**src/rtl/alu_issue_ctrl.sv**
```systemverilog
// alu_issue_ctrl
//   Single-issue sequencer in front of the SIMD ALU. One operation is accepted at a time over a
//   valid/ready request channel. Its opcode and operands are held on the ALU for the op's latency.
//   The result is then captured and returned, with per-word zero flags and the request tag, over a
//   valid/ready response channel.
//
//   Latency: ops 4, 6, 12, 28 and 30 take 1 cycle and op 20 takes 2 cycles. Every other opcode is
//   illegal. An illegal op skips the ALU and responds with out_err=1 and out_data=0.
//
// Ports
//   clk_fake, rst           clock; synchronous active-high reset
//   in_valid/in_ready       request handshake; in_op, in_a, in_b, in_tag carry the request
//   alu_op/alu_a/alu_b      drive to the ALU (alu_op=0 when idle); alu_result returns from it
//   out_valid/out_ready     response handshake; out_data, out_zero, out_tag, out_err carry it
//   busy                    high whenever the sequencer is not idle
//
// Configuration
//   ALU_ISSUE_PERF_EN       adds the saturating counters perf_ops and perf_stall
module alu_issue_ctrl #(
  parameter int unsigned DATA_W = 128,
  parameter int unsigned TAG_W  = 4
) (
  input  logic              clk_fake,
  input  logic              rst,
  input  logic              in_valid,
  output logic              in_ready,
  input  logic [5:0]        in_op,
  input  logic [DATA_W-1:0] in_a,
  input  logic [DATA_W-1:0] in_b,
  input  logic [TAG_W-1:0]  in_tag,
  output logic [5:0]        alu_op,
  output logic [DATA_W-1:0] alu_a,
  output logic [DATA_W-1:0] alu_b,
  input  logic [DATA_W-1:0] alu_result,
  output logic              out_valid,
  input  logic              out_ready,
  output logic [DATA_W-1:0] out_data,
  output logic [3:0]        out_zero,
  output logic [TAG_W-1:0]  out_tag,
  output logic              out_err,
  output logic              busy
`ifdef ALU_ISSUE_PERF_EN
  ,
  output logic [31:0]       perf_ops,
  output logic [31:0]       perf_stall
`endif
);

  localparam int unsigned WORD_W = DATA_W / 4;

  typedef enum logic [1:0] {StIdle, StExec, StResp} state_e;

  state_e     state_q;
  logic [1:0] cnt_q;

  logic       op_legal;
  logic [1:0] op_lat_m1;
  logic [3:0] res_zero;

  // Opcode decode: legality and remaining EXEC cycles after the first.
  always_comb begin
    op_legal  = 1'b1;
    op_lat_m1 = 2'd0;
    case (in_op)
      6'd4, 6'd6, 6'd12, 6'd28, 6'd30: op_lat_m1 = 2'd0;
      6'd20:                           op_lat_m1 = 2'd1;
      default:                         op_legal  = 1'b0;
    endcase
  end

  always_comb begin
    res_zero = '0;
    for (int i = 0; i < 4; i++) begin
      res_zero[i] = (alu_result[i*WORD_W +: WORD_W] == '0);
    end
  end

  always_ff @(posedge clk_fake) begin
    if (rst) begin
      state_q   <= StIdle;
      cnt_q     <= 2'd0;
      in_ready  <= 1'b1;
      out_valid <= 1'b0;
      out_data  <= '0;
      out_zero  <= 4'hF;
      out_tag   <= '0;
      out_err   <= 1'b0;
      alu_op    <= 6'd0;
      alu_a     <= '0;
      alu_b     <= '0;
      busy      <= 1'b0;
    end else begin
      case (state_q)
        StIdle: begin
          // in_ready is always high here, so in_valid alone means accept.
          if (in_valid) begin
            in_ready <= 1'b0;
            busy     <= 1'b1;
            out_tag  <= in_tag;
            if (op_legal) begin
              alu_op  <= in_op;
              alu_a   <= in_a;
              alu_b   <= in_b;
              cnt_q   <= op_lat_m1;
              state_q <= StExec;
            end else begin
              // Illegal ops never reach the ALU; respond straight away.
              out_data  <= '0;
              out_zero  <= 4'hF;
              out_err   <= 1'b1;
              out_valid <= 1'b1;
              state_q   <= StResp;
            end
          end
        end
        StExec: begin
          if (cnt_q != 2'd0) begin
            cnt_q <= cnt_q - 2'd1;
          end else begin
            out_data  <= alu_result;
            out_zero  <= res_zero;
            out_err   <= 1'b0;
            out_valid <= 1'b1;
            alu_op    <= 6'd0;
            state_q   <= StResp;
          end
        end
        StResp: begin
          if (out_ready) begin
            out_valid <= 1'b0;
            in_ready  <= 1'b1;
            busy      <= 1'b0;
            state_q   <= StIdle;
          end
        end
        default: begin
          state_q <= StIdle;
        end
      endcase
    end
  end

`ifdef ALU_ISSUE_PERF_EN
  always_ff @(posedge clk_fake) begin
    if (rst) begin
      perf_ops   <= '0;
      perf_stall <= '0;
    end else if (state_q == StResp) begin
      if (out_ready && (perf_ops != 32'hFFFF_FFFF)) begin
        perf_ops <= perf_ops + 32'd1;
      end
      if (!out_ready && (perf_stall != 32'hFFFF_FFFF)) begin
        perf_stall <= perf_stall + 32'd1;
      end
    end
  end
`endif

endmodule

```
**config.mk**
```make
export PLATFORM = sky130hd
export DESIGN_NAME = alu_issue_ctrl
export DESIGN_NICKNAME = d
export VERILOG_FILES = /design/src/rtl/alu_issue_ctrl.sv
export SDC_FILE = /design/constraint.sdc
export NUM_CORES = 1
export LEC_CHECK = 0
export CAP_MARGIN = 30
export CELL_PAD_IN_SITES_DETAIL_PLACEMENT = 1
export CELL_PAD_IN_SITES_GLOBAL_PLACEMENT = 1
export CORE_AREA = 2 2 316 318
export CTS_CLUSTER_SIZE = 25
export DETAILED_ROUTE_END_ITERATION = 12
export DIE_AREA = 0 0 318 320
export PLACE_DENSITY_LB_ADDON = 0.1
export RECOVER_POWER = 25
export SETUP_SLACK_MARGIN = 0.05
export SYNTH_ARGS = -nofsm -noshare
export SYNTH_HDL_FRONTEND = slang
export SYNTH_SLANG_ARGS = --single-unit
export TNS_END_PERCENT = 30
```
**constraint.sdc**
```tcl
create_clock -name clk_fake -period 4.7 [get_ports clk_fake]
set_clock_uncertainty 0.15 [all_clocks]
set_input_delay 0.47 -clock clk_fake [delete_from_list [all_inputs] [get_ports clk_fake]]
set_output_delay 0.47 -clock clk_fake [all_outputs]
set_load 0.01 [all_outputs]
```
* Word-level counts from Yosys, hierarchy flattened
Cells that the tools add are included.
** Word-level totals
- Register bits :: 406
- Latch bits :: 0
- RAM bits :: 0
- Memory bits (read-only) :: 0
- Output and inout port bits :: 402
- Logic and storage cells :: 80
- Memories :: 0
** Cells by class
- $add $sub $neg :: 1
- Multiply operators :: 0
- Div/mod/pow operators :: 0
- $lt $le $gt $ge :: 0
- Equal/unequal tests :: 14
- Shift-type cells :: 0
- Muxes and demuxes :: 35
- Bitwise operators :: 0
- Reductions and logical operators :: 18
** Operator list (number)
- 128-bit 2-to-1 mux :: 3
- 128-bit case mux with 2 select lines :: 1
- 32-bit logical NOT :: 4
- 6-bit by 5-bit == test with 1-bit output (second input constant) :: 3
- 6-bit 2-to-1 mux :: 3
- 2-bit 2-to-1 mux :: 7
- 6-bit by 3-bit == test with 1-bit output (second input constant) :: 2
- 4-bit 2-to-1 mux :: 3
- 2-bit != test (second input constant) :: 6
- 6-bit case mux with 2 select lines :: 1
- 4-bit AND reduction :: 3
- 1-bit 2-to-1 mux :: 10
- 3-bit AND reduction :: 3
- 4-bit case mux with 2 select lines :: 1
- 6-bit by 4-bit == test with 1-bit output (second input constant) :: 1
- 1-bit case mux with 2 select lines :: 3
- 2-bit case mux with 3 select lines :: 1
- 2-bit nonzero test :: 3
- 6-bit OR reduction :: 1
- 5-bit AND reduction :: 1
- 2-bit case mux with 2 select lines :: 1
- 1-bit case mux with 3 select lines :: 1
- 3-bit nonzero test :: 1
- 2-bit by 1-bit == test with 1-bit output (second input constant) :: 1
- other kinds (4) :: 4

* Depth between registers and ports, before layout
Gate-level depths: netlist of the first run.
- Depth in word-level cells :: 6
- Mapped depth :: 10
- Gate-level depth less buffers :: 7

* Worst setup path before layout of the first run
Ideal clock, no wire load.
- Kind :: input -> register
- Start :: input port in_op[0]
- End :: register alu_a[35]
- Setup time :: 0.132 ns
- Data arrival time :: 1.713 ns
- Slack :: 2.705 ns
- Cell stages on the path :: 7
- Path buffers :: 2
- Path through :: or3b_4 a21oi_4 nand3_2 buf_2 buf_2 nand2_1 a21oi_1
** Between the ends
- Longest elaborated chain between the ends :: 4
- Elaborated cells between the ends (all ways) :: 9
** RTL lines
- from (decl) :: line 27 : input logic [5:0] in_op,
- 6-bit by 5-bit == test with 1-bit output, or another cell as far along :: line 64 : case (in_op)
- 6-bit OR reduction (no line) (*)
- 1-bit 2-to-1 mux (*) :: line 64
- 3-bit AND reduction (no line) (*)
- to (signal assigned) :: line 102 : alu_a <= in_a;
- to (decl) :: line 32 : output logic [DATA_W-1:0] alu_a,
Mark *: on every way between the ends. The rest lies on a longest branch, timed or not.
A chain may end at the register's enable or synchronous reset.

* Final worst setup path of the first run
- Start :: register state_q[1]
- End :: register alu_a[0]
** Between the ends
- Longest elaborated chain between the ends :: 2
** RTL lines
- from (decl) :: line 53 : state_e state_q;
- from (signal assigned) :: line 80 : state_q <= StIdle;
- from (signal assigned) :: line 105 : state_q <= StExec;
- from (signal assigned) :: line 112 : state_q <= StResp;
- 2-bit logical NOT :: line 93 : case (state_q)
- 3-bit AND reduction (no line)
Every way passes these cells.

==> metrics.txt, run 1 <==
CP Class=register to register; WL per Instance=around 21 µm; CP max stage delay=0.62 ns; worst hold start=rst; Tcrit/Tclk final=between 60% and 70%; Slew Limit Fails=0; Seq cells post-synth=406; H-tree depth=2; hold_buf cts=0; worst ir drop on vdd=0.000241 V; xor/xnor share of the synthesized area=0.110%; CTS tree=done; final wirelength=81,100 µm; Adder-Cell Fraction of Synth Area=0.339%; PwrDens=~340 mW/mm²; CTS Buf Count=55; vias in the first global route=16,300; delay-heaviest family, CP=buffers and inverters; critical path peak fanout=90; Distinct cells, synth=between 40 and 50; met1 Use GR=16.4%; fmax=between 0.3 and 0.4 GHz; R2R Path Start=state_q[1]; compound-cell area share of the yosys netlist=15.2%; Slew @ Worst Pin=between 0.9 and 1 ns; clk_lat worst skew=between 0.6 and 0.7 ns; switching power=between 2 and 2.5 mW; grt peak-use layer=met2; startpoint types=register; Die Y-Extent=320 µm; die width=~320 µm; static leakage power=about 9 nW; CTS root buf=clkbuf_16; initial antenna violation count=12; total core area=between 0.09 and 0.1 mm²; initial core utilization=between 10% and 20%; gr ovfl total=0; WHS Path Cells=2; Antenna Violating Nets Remaining=0; critical path, cell by cell=inv_1, ha_1, nand2_1, clkbuf_1, a211oi_4, buf_12, buf_12, nand2_1, a21oi_1; Hold Violations, Final=0; reg-to-reg endpoint=alu_a[0]; crit path time final=about 3.2 ns; HP Class=input port to register; post-detail-place hpwl=around 60,000 µm; post-synthesis sequential area ratio=55.0%; Mapped Cells=roughly 1,800; Final GP Congestion=roughly 0.76; clk slew on worst S/H paths=~0.050 ns; register share of total power=approximately 40%; number of enable flip-flop cells after synthesis=0; CP Buf/Inv Count=4; Max stage delay cell, worst path=ha_1; Port Buffer Count=~800; Mapped Nets=~2,200; combinational power share=11.7%; Yosys warnings=0; Setup Viol. Count Final=0; Max-Cap Viols=0; Fin Hold WS=about 0.18 ns; main combinational cell family by area after synthesis=simple AND/OR/NAND/NOR gates; met3 Use GR=6.13%; Clock Sink Count=between 400 and 500; most common cell after layout, fill and taps aside=nand2_1; most frequent cells in the layout=637 x nand2_1, 602 x clkdlybuf4s50_1, 406 x dfxtp_1; syn_area_per_cell=between 8 and 9 µm²; Iter 0 DRT Violations=roughly 560; multiplexer share of the synthesized area=less than 1%; status=finished clean; Async SR Flop Fraction=0%; Total Neg Setup Slack=0 ns; crit path DAT=around 3.6 ns; share of cells above drive strength 1=under 10%; r2r setup slk=~1.5 ns; first-pass GRT wire length=approximately 120,000 µm; worst r2r path cells=9; GRT Total Usage=15.3%; filler cell count=11,400; fin nets=between 2,000 and 3,000; Int Power=between 6 and 7 mW; drt drc=0; via count=15,700; RSZ-0062 raised after global routing=no; CP Capture Type=register; post-cts resize count=0; cell row count=approximately 120; Slew HR=35.3%; # Post-CTS Setup Buffers=0; Net Sw Frac=between 20% and 30%; Cell Area, Synth=between 0.01 and 0.015 mm²; top_reg_cell synth=dfxtp_1; Die Area=0.102 mm²; number of top-level pins=800; Post-Synth Simple-Gate Area=between 20% and 30%; largest net degree at the start of global routing=approximately 110; Vias/cell=approximately 4; met2 usage=27.4%; CTS Buffer Depth=3; Worst Path Required=about 5 ns; hold worst-path end=out_data[76]; share of total power in the clock network=~48%; router iterations before antenna repair=4; area grow syn2layout=74.7%
==> how the worst max path moves through the flow <==
stage                from          to  cells past startpoint
6_report       state_q[1]    alu_a[0]                      9
5_1_grt        state_q[1]   alu_b[79]                      9
4_1_cts        state_q[0]    alu_a[0]                      9
3_5_place_dp     in_op[0]  alu_b[114]                      8
3_3_place_gp     in_op[0]   alu_b[94]                      8
2_1_floorplan    in_op[0]   alu_a[35]                      7
==> cells in the mapped netlist (all sizes together) (2+ instances only) <==
cell type | instances | area, µm²
nand2 | 647 | 2450
dfxtp | 406 | 8130
a21oi | 400 | 2060
nand3 | 135 | 681
buf | 82 | 514
clkbuf | 64 | 240
nor4 | 32 | 200
nand2b | 8 | 50.1
nand4 | 8 | 50.1
o21ai | 8 | 40.0
inv | 7 | 26.3
a21o | 6 | 52.6
nor2 | 6 | 22.5
ha | 4 | 50.1
a22o | 3 | 26.3
and2 | 3 | 18.8
nor3 | 2 | 15.0
==> worst register-to-register path: cells and delay by family, from the launching register on <==
| family | cells | cell delay (ns) |
|---|---|---|
| compound gates | 2 | 0.59 |
| fa+ha+maj | 1 | 0.62 |
| buf+inv | 4 | 1.09 |
| flops | 1 | 0.32 |
| simple gates | 2 | 0.34 |
==> registers in the layout, indices dropped and copies added, names as in the netlist, 2 cells and up <==
signal / cells
alu_a: 128
alu_b: 128
alu_op: 6
cnt_q: 2
out_data: 128
out_tag: 4
out_zero: 4
state_q: 2
==> cell type report <==
type                       instances  area, µm²  area share [%]
antenna                            8       20.0          0.0776
clock buffer                      81       1600            6.22
inverter                           7       26.3           0.102
timing repair buffer             823       8330            32.3
clock inverter                    19        198           0.766
multi-input combinational       1276       5880            22.8
tap                             1287       1610            6.24
sequential                       406       8130            31.5
==> through the flow <==
stage / std cells / cell area, µm² / power [mW] / setup WS [ns] / util [%]
2_1_floorplan: 1835 / 14800 / 4.02 / 2.71 / -
3_3_place_gp: 3799 / 24000 / 4.67 / 1.26 / 24.5
3_5_place_dp: 3799 / 24000 / 4.68 / 1.20 / 24.5
4_1_cts: 3899 / 25800 / 9.05 / 1.67 / 26.3
5_1_grt: 3904 / 25800 / 9.23 / 1.28 / 26.3
6_report: 3907 / 25800 / 8.80 / 1.52 / 26.3
==> power groups by stage <==
stage / sequential [mW] / combinational (mW) / clock (mW)
after floorplan: 3.63 / 0.389 / 0
after global placement: 3.61 / 1.06 / 0
after detailed placement: 3.61 / 1.07 / 0
after CTS: 3.54 / 1.07 / 4.44
after global routing: 3.54 / 1.12 / 4.57
final: 3.54 / 1.03 / 4.24
==> metal layers <==
metal  vias to the layer above  routed length, µm
li1                       7591                  -
met5                         -                 33
met4                         6               1750
met1                      7507              31200
met2                       489              41000
met3                        91               7100
==> kinds of logic (layout without fill, tap and decap cells) <==
logic type,Yosys count,after routing
simple gates,845,845
compound gates,424,424
flops,406,406
buf+inv,153,930
fa+ha+maj,4,4
mux,2,2
xor+xnor,1,1
other cells,0,8
(Power assumes the default switching activity.)
==> run 2: changes to the inputs <==
- CORE_AREA: 2 2 316 318 -> 2 2 309 311
- DIE_AREA: 0 0 318 320 -> 0 0 311 313
- clock period: 4.7 -> 3 ns (I/O delays scaled with it)
==> run 2 against run 1 <==
Total power increased by 55%. Maximum frequency increased by 26%. Worst setup slack worse by 1.0 ns. Via count increased by 1.1%. Core utilization is 1.3 points higher. Critical path type unchanged. Largest cell class unchanged.
==> metrics.txt, run 2 (same netlist as run 1, synthesis figures left out) <==
status=finished clean; crit path DAT=2.88 ns (-0.71 ns); final cell count without fillers=3,910 (+0.077%); CP Class=register to register; initial core utilization=15.7% (+0.61 points); Die Area=0.0973 mm² (-4.3%); total core area=0.0942 mm² (-3.9%); Slew Limit Fails=0 (unchanged); Largest regs=alu_a: 128 flops, alu_b: 128 flops, out_data: 128 flops; Core Util, Final=27.6% (+1.3 points); filler cell count=11,000 (-3.6%); fin nets=2,990 (+0.64%); Setup Viol. Count Final=0 (unchanged); slack of the critical path=0.485 ns (-1.04 ns); Final GP Congestion=0.789 (+3.7%); drt drc=0 (unchanged); clk_lat worst skew=0.61 ns (-0.03 ns); post-cts resize count=0 (unchanged); first-pass GRT wire length=116,000 µm (+0.11%); RSZ-0062 raised after global routing=no; Max-Cap Viols=0 (unchanged); Total Neg Setup Slack=0 ns (unchanged); share of cells above drive strength 1=5.74% (+0.35 points); largest net degree at the start of global routing=135 (+21%); cell row count=113 (-1.7%); PwrDens=524 mW/mm² (+54%); hold_buf cts=1 (+1); HP Class=input port to register; most common cell after layout, fill and taps aside=nand2_1; die width=311 µm (-2.2%); WL per Instance=20.6 µm (-0.88%); CTS Buffer Depth=3 (unchanged); CTS root buf=clkbuf_16; r2r setup slk=0.49 ns (-1.04 ns); area grow syn2layout=75.9%; clk slew on worst S/H paths=0.06 ns (about the same); Iter 0 DRT Violations=564 (+1.4%); CTS tree=done; CTS Buf Count=54 (-1.8%); initial antenna violation count=24 (+12); Hold Violations, Final=0 (unchanged); H-tree depth=2 (unchanged); fmax=0.398 GHz (+26%); via count=15,900 (+1.1%); Vias/cell=4.05 (+0.99%); static leakage power=9.07 nW (+1.2%); switching power=3.47 mW (+50%); number of top-level pins=800 (unchanged); Tcrit/Tclk final=83.8% (+16 points); worst ir drop on vdd=0.000352 V (+46%); register share of total power=40.7% (+0.5 points); most frequent cells in the layout=637 x nand2_1, 602 x clkdlybuf4s50_1, 406 x dfxtp_1; Die Y-Extent=313 µm (-2.2%); Slew HR=54.9% (+20 points); router iterations before antenna repair=6 (+2); crit path time final=2.51 ns (-0.664 ns); startpoint types=register; critical path peak fanout=80 (-11%); share of total power in the clock network=47.0% (-1.1 points); dpl ws=0.291 ns (-0.912 ns); Slew @ Worst Pin=0.670 ns (-0.301 ns); total chip power=13.6 mW (+55%); Clock Sink Count=406 (unchanged); final wirelength=80,400 µm (-0.80%); Antenna Violating Nets Remaining=0 (unchanged); placed insts=3,796 (-0.079%); CP Capture Type=register; Net Sw Frac=25.5% (-0.72 points); area occupied by registers=0.00813 mm² (unchanged); Port Buffer Count=799 (unchanged); Int Power=10.2 mW (+56%); # Post-CTS Setup Buffers=0 (unchanged); vias in the first global route=17,000 (+4.0%); Worst Path Required=3.37 ns (-1.74 ns); post-detail-place hpwl=60,100 µm (+0.38%); combinational power share=12.3% (+0.6 points); gr ovfl total=0 (unchanged); GRT Total Usage=15.9% (+0.63 points); area of the multi-input gates=0.00588 mm² (unchanged)
==> run 2: worst paths after layout <==
path / from / to / cells past startpoint
max: state_q[1] / alu_a[41] / 8
max reg2reg: state_q[1] / alu_a[41] / 8
min reg2reg: out_data[37] / out_data[37] / 2
min: in_a[92] / alu_a[92] / 3
==> run 2: routing by layer <==
| layer | global-route usage, % | share of wire, % | vias to the layer above |
|---|---|---|---|
| li1 | - | - | 7627 |
| met1 | 16.1 | 36 | 7525 |
| met2 | 27.8 | 50 | 549 |
| met3 | 8.24 | 11 | 132 |
| met4 | 5.97 | 3.1 | 18 |
| met5 | 0 | 0.15 | - |
==> run 2: through the flow <==
stage          hold slack, ns  area, µm²
6_report               0.0843      26000
5_1_grt                0.0491      26000
4_1_cts                0.0206      25900
3_5_place_dp            0.296      24200
3_3_place_gp            0.288      24200
2_1_floorplan           0.276      14800
==> run 2: area by class of cell <==
class / instances / area share (%)
multi-input combinational: 1276 / 22.6
antenna: 16 / 0.154
sequential: 406 / 31.3
timing repair buffer: 843 / 33.0
clock inverter: 9 / 0.270
clock buffer: 88 / 6.44
inverter: 7 / 0.101
tap: 1265 / 6.09
==> run 2: power by group through the flow <==
stage | Combinational, mW | Sequential, mW | Clock (mW)
4_1_cts | 1.74 | 5.54 | 6.73
6_report | 1.68 | 5.54 | 6.40
3_3_place_gp | 1.72 | 5.65 | 0
5_1_grt | 1.82 | 5.55 | 6.94
2_1_floorplan | 0.609 | 5.69 | 0
3_5_place_dp | 1.73 | 5.66 | 0
==> run 2: critical path, cell delays in order, from the launching register on <==
cell and delay (ns):
dfxtp_1 0.32, inv_1 0.12, ha_1 0.44, nand2_1 0.18
a211oi_4 0.37, buf_12 0.31, buf_12 0.22, nand2_1 0.08
a21oi_1 0.13
